[config.mk]
export PLATFORM = sky130hd
export DESIGN_NAME = mux2_rr_arbiter
export DESIGN_NICKNAME = d
export VERILOG_FILES = /design/src/rtl/mux2_rr_arbiter.sv
export SDC_FILE = /design/constraint.sdc
export NUM_CORES = 1
export LEC_CHECK = 0
export CAP_MARGIN = 20
export CORE_UTILIZATION = 36
export CTS_CLUSTER_DIAMETER = 80
export DETAILED_ROUTE_END_ITERATION = 8
export PLACE_DENSITY = 0.77
export SETUP_SLACK_MARGIN = 0.1
export SYNTH_ARGS = -nofsm -noshare
export SYNTH_HDL_FRONTEND = slang
export SYNTH_SLANG_ARGS = --single-unit
export TNS_END_PERCENT = 10
[constraint.sdc]
create_clock -name clk -period 2 [get_ports clk]
set_clock_uncertainty 0.1 [all_clocks]
set_input_delay 0.3 -clock clk [delete_from_list [all_inputs] [get_ports clk]]
set_output_delay 0.3 -clock clk [all_outputs]
set_load 0.005 [all_outputs]
[src/rtl/mux2_rr_arbiter.sv]
// Round-robin arbiter sharing a 2:1 mux between two valid/ready sources, output registered.
// Latency 1 cycle, 1 word/cycle; stalled output drops both readys. Packet lock: MUX2_ARB_PKT_LOCK_EN.
module mux2_rr_arbiter #(
  parameter int WIDTH = 8,
  parameter int CNT_W = 8
) (
  input  logic             clk,
  input  logic             rst_n,
  input  logic             i0_valid,
  input  logic [WIDTH-1:0] i0_data,
  output logic             i0_ready,
  input  logic             i1_valid,
  input  logic [WIDTH-1:0] i1_data,
  output logic             i1_ready,
`ifdef MUX2_ARB_PKT_LOCK_EN
  input  logic             i0_last,
  input  logic             i1_last,
  output logic             o_last,
`endif
  output logic             o_valid,
  output logic [WIDTH-1:0] o_data,
  input  logic             o_ready,
  output logic             s,
  output logic [CNT_W-1:0] cnt0,
  output logic [CNT_W-1:0] cnt1
);

  typedef enum logic [1:0] {IDLE, SRC0, SRC1} state_t;

  state_t state, state_nxt;
  logic   load;
  logic   gnt_vld;
  logic   gnt;
  logic   xfer;
  logic   last;

`ifdef MUX2_ARB_PKT_LOCK_EN
  logic   locked;
  logic   lock_src;
`endif

  assign o_valid = (state != IDLE);
  assign load    = !o_valid || o_ready;

  always_comb begin
    gnt_vld = 1'b0;
    gnt     = 1'b0;
    if (i0_valid && i1_valid) begin
      gnt_vld = 1'b1;
      gnt     = !last;
    end else if (i0_valid) begin
      gnt_vld = 1'b1;
      gnt     = 1'b0;
    end else if (i1_valid) begin
      gnt_vld = 1'b1;
      gnt     = 1'b1;
    end
`ifdef MUX2_ARB_PKT_LOCK_EN
    // A locked owner keeps the mux even while its valid is low.
    if (locked) begin
      gnt     = lock_src;
      gnt_vld = lock_src ? i1_valid : i0_valid;
    end
`endif
  end

  // Gated by rst_n so no source sees ready while reset is held.
  assign xfer     = rst_n && load && gnt_vld;
  assign i0_ready = xfer && !gnt;
  assign i1_ready = xfer && gnt;

  always_ff @(posedge clk or negedge rst_n) begin
    if (!rst_n) begin
      state <= IDLE;
    end else begin
      state <= state_nxt;
    end
  end

  always_comb begin
    state_nxt = state;
    if (xfer) begin
      state_nxt = gnt ? SRC1 : SRC0;
    end else if (o_ready) begin
      state_nxt = IDLE;
    end
  end

  always_ff @(posedge clk or negedge rst_n) begin
    if (!rst_n) begin
      o_data <= '0;
      s      <= 1'b0;
      last   <= 1'b1;
      cnt0   <= '0;
      cnt1   <= '0;
    end else if (xfer) begin
      o_data <= gnt ? i1_data : i0_data;
      s      <= gnt;
      last   <= gnt;
      if (!gnt && (cnt0 != {CNT_W{1'b1}})) begin
        cnt0 <= cnt0 + CNT_W'(1);
      end
      if (gnt && (cnt1 != {CNT_W{1'b1}})) begin
        cnt1 <= cnt1 + CNT_W'(1);
      end
    end
  end

`ifdef MUX2_ARB_PKT_LOCK_EN
  always_ff @(posedge clk or negedge rst_n) begin
    if (!rst_n) begin
      locked   <= 1'b0;
      lock_src <= 1'b0;
      o_last   <= 1'b0;
    end else if (xfer) begin
      o_last   <= gnt ? i1_last : i0_last;
      locked   <= !(gnt ? i1_last : i0_last);
      lock_src <= gnt;
    end
  end
`endif

endmodule

==> results.json <==
{
  "criticalPathCategory": "register to output pin",
  "internal-power_mw": 1.43,
  "yosys.area_share.xor_xnor_pct": 8.39,
  "swShare_pct": 29.5,
  "synth-simple-area-share_pct": 16.9,
  "synth-edff-count": 0,
  "remaining_drc_errors": 0,
  "wl_met1_um": 1260,
  "synth_area_per_cell_um2": 11.3,
  "setup_slack_ns": 0.236,
  "nNetsFinal": 204,
  "power.share.clock_pct": 21.8,
  "slowest_stage": "dfrtp_1",
  "yosysUniqueCellTypes": 28,
  "synthMuxAreaShare_pct": 8.39,
  "drive_gt1_share_pct": 15.6,
  "synth_seq_area_share_pct": 51.8,
  "multi_input_area_um2": 611,
  "cts_tree": "yes",
  "fillers": 321,
  "numPortBuffers": 48,
  "syn_area_mm2": 0.00136,
  "holdWs_ns": 0.0776,
  "pwr-share-seq_pct": 44.3,
  "comb_power_share_pct": 33.8,
  "async_flop_share_pct": 100,
  "via_per_inst": 4.91,
  "io_pins": 49,
  "design_area_mm2": 0.00203,
  "synth_top_family_by_area": "simple AND/OR/NAND/NOR gates",
  "max_cap_viol_count": 0,
  "die_area_mm2": 0.00402,
  "root_buffer": "clkbuf_8",
  "yosys.area_share.adder_pct": 1.85,
  "leakagePower_nw": 0.919,
  "core-area_mm2": 0.00347,
  "drtAntennaViolNets": 0,
  "grt_util_all_layers_pct": 17.6,
  "n_antenna_cell": 0,
  "grt_max_degree": 19,
  "worstPathRequired_ns": 1.60,
  "pre_cts_ws_ns": -0.104,
  "vias": 1110,
  "holdBufCountCts": 0,
  "ir_worst_vdd_mv": 0.562,
  "worstMarginPinSlew_ns": 0.445,
  "setup_violations": 0,
  "wl_met2_um": 1700,
  "wl_um": 3150,
  "rows": 21,
  "grt_pass1_wl_um": 5470,
  "drv_slew": 0,
  "antenna_found_initial": 0,
  "finalCritPeriodShare_pct": 88.2,
  "hold_path.class": "input port to asynchronous set/reset pin",
  "cp_cell_sequence": "o21bai_4 > o2111ai_2 > inv_1 > dlygate4sd2_1",
  "power_mw": 2.03,
  "cts_sinks": 28,
  "start_util_pct": 39.1,
  "syn_nets": 143,
  "synth_compound_area_share_pct": 8.49,
  "cp.arrival_ns": 1.36,
  "synthFlopType": "dfrtp_1",
  "regArea_um2": 702,
  "drt_pass1_iterations": 4,
  "max-slew-margin-rel_pct": 70.3,
  "ys_warn_count": 0,
  "cts_buffer_depth": 2,
  "cts_max_level": 1,
  "clk-insertion-delay-late_ns": 0.28,
  "highest_layer": "met4",
  "worstPathMaxFanout": 3,
  "wl_met3_um": 116,
  "fmax_mhz": 567,
  "fp.dieW_um": 63.4,
  "numCtsBuffers": 3,
  "max_stage_delay_ns": 0.42,
  "grt_overflow_total": 0,
  "grt_pass1_vias": 1196,
  "area_growth_pct": 49.7,
  "period_needed_ns": 1.76,
  "routedWlPerCell_um": 13.9,
  "dp_hpwl_um": 2320,
  "crit_path_start_kind": "register",
  "status": "completed",
  "p_per_area_mw_per_mm2": 1000,
  "crit_path_end_kind": "output pin",
  "rsz0062_at_grt": "false",
  "layout_commonest_cell": "clkdlybuf4s50_1",
  "synth-seq-cells": 28,
  "finalHoldViolations": 0,
  "drtIter0Drc": 33,
  "dpl-instance-area_mm2": 0.00195,
  "clk_pin_slew_ns": 0.09,
  "final_cell_mix": "42 x clkdlybuf4s50_1, 27 x dfrtp_1, 13 x xor2_1, 12 x buf_4, 11 x nor2_1",
  "dieHeight_um": 63.4,
  "switchingPower_mw": 0.600,
  "synthesis.instances": 120,
  "gp_congestion": 0.798
}
[cells by family (layout without fill, tap and decap cells)]
| kind of cell | after synthesis | count (layout) |
|---|---|---|
| mux | 11 | 11 |
| flops | 28 | 28 |
| simple gates | 39 | 39 |
| buf+inv | 11 | 71 |
| compound gates | 16 | 16 |
| xor+xnor | 13 | 13 |
| fa+ha+maj | 2 | 2 |
[layout make-up]
cell class | instances | area share [%]
Sequential cell | 28 | 34.6
Multi-Input combinational cell | 81 | 30.1
Timing Repair Buffer | 60 | 27.7
Tap cell | 46 | 2.83
Clock buffer | 3 | 2.03
Clock inverter | 1 | 1.48
Inverter | 7 | 1.29
[registers in the layout, indices dropped and copies added (netlist names)]
register / count
cnt1: 8
state: 2
s: 1
cnt0: 8
last: 1
o_data: 8
[worst paths after layout]
kind | cells after the start | slack, ns | end | from
max | 4 | 0.24 | i0_ready | state[0]
min | 2 | 0.08 | o_data[5] | rst_n
max reg2reg | 5 | 0.25 | cnt0[1] | cnt0[0]
min reg2reg | 1 | 0.40 | cnt0[7] | cnt0[7]
max in group asynchronous | 3 | 1.45 | state[1] | rst_n
min in group clk | 2 | 0.28 | state[1] | o_ready
[power groups by stage]
stage	Clock, mW	Combinational, mW	Sequential, mW
2_1_floorplan	0	0.255	0.894
3_3_place_gp	0	0.665	0.896
3_5_place_dp	0	0.683	0.912
4_1_cts	0.452	0.695	0.905
5_1_grt	0.473	0.754	0.936
6_report	0.444	0.688	0.901
[critical path, delay by kind of cell (launching register included)]
family / cells / cell delay (ns)
buf+inv: 2 / 0.32
flops: 1 / 0.42
compound gates: 2 / 0.35
[metal layers]
metal  track usage (%)  up-vias
li1                  -      536
met1              19.1      535
met2              33.5       32
met3              2.36        7
met4              7.67        0
met5                 0        -
[what timing repair did]
item                                    4_1_cts  5_1_grt
setup buffers                                 1        0
endpoints found under the setup margin        2        1
pin swaps                                     2        0
cloned                                        0        0
gates resized for setup                       7        1
[per-stage QoR]
stage               utilization, %  std cells  setup TNS (ns)
floorplan                        -        120               0
global placement              56.1        221          -0.222
detailed placement            56.1        221          -0.474
CTS                           58.4        226               0
global route                  58.5        226               0
finish                        58.5        226               0
[synth_stat cells, types with 2 or more instances]
library cell | count | area share (%)
o21ai_0 | 4 | 1.5
nor2_1 | 11 | 3.0
nand4_1 | 2 | 0.92
nor4_1 | 3 | 1.4
buf_6 | 2 | 1.7
nor3b_1 | 2 | 1.1
nor4_2 | 2 | 1.8
ha_1 | 2 | 1.8
inv_1 | 7 | 1.9
nand3_1 | 5 | 1.8
nand2_1 | 6 | 1.7
xor2_1 | 13 | 8.4
a21oi_1 | 8 | 3.0
nor3_1 | 4 | 1.5
mux2i_1 | 8 | 5.9
dfrtp_1 | 27 | 50
mux2_2 | 3 | 2.5
Power figures use the tool's default switching activity.
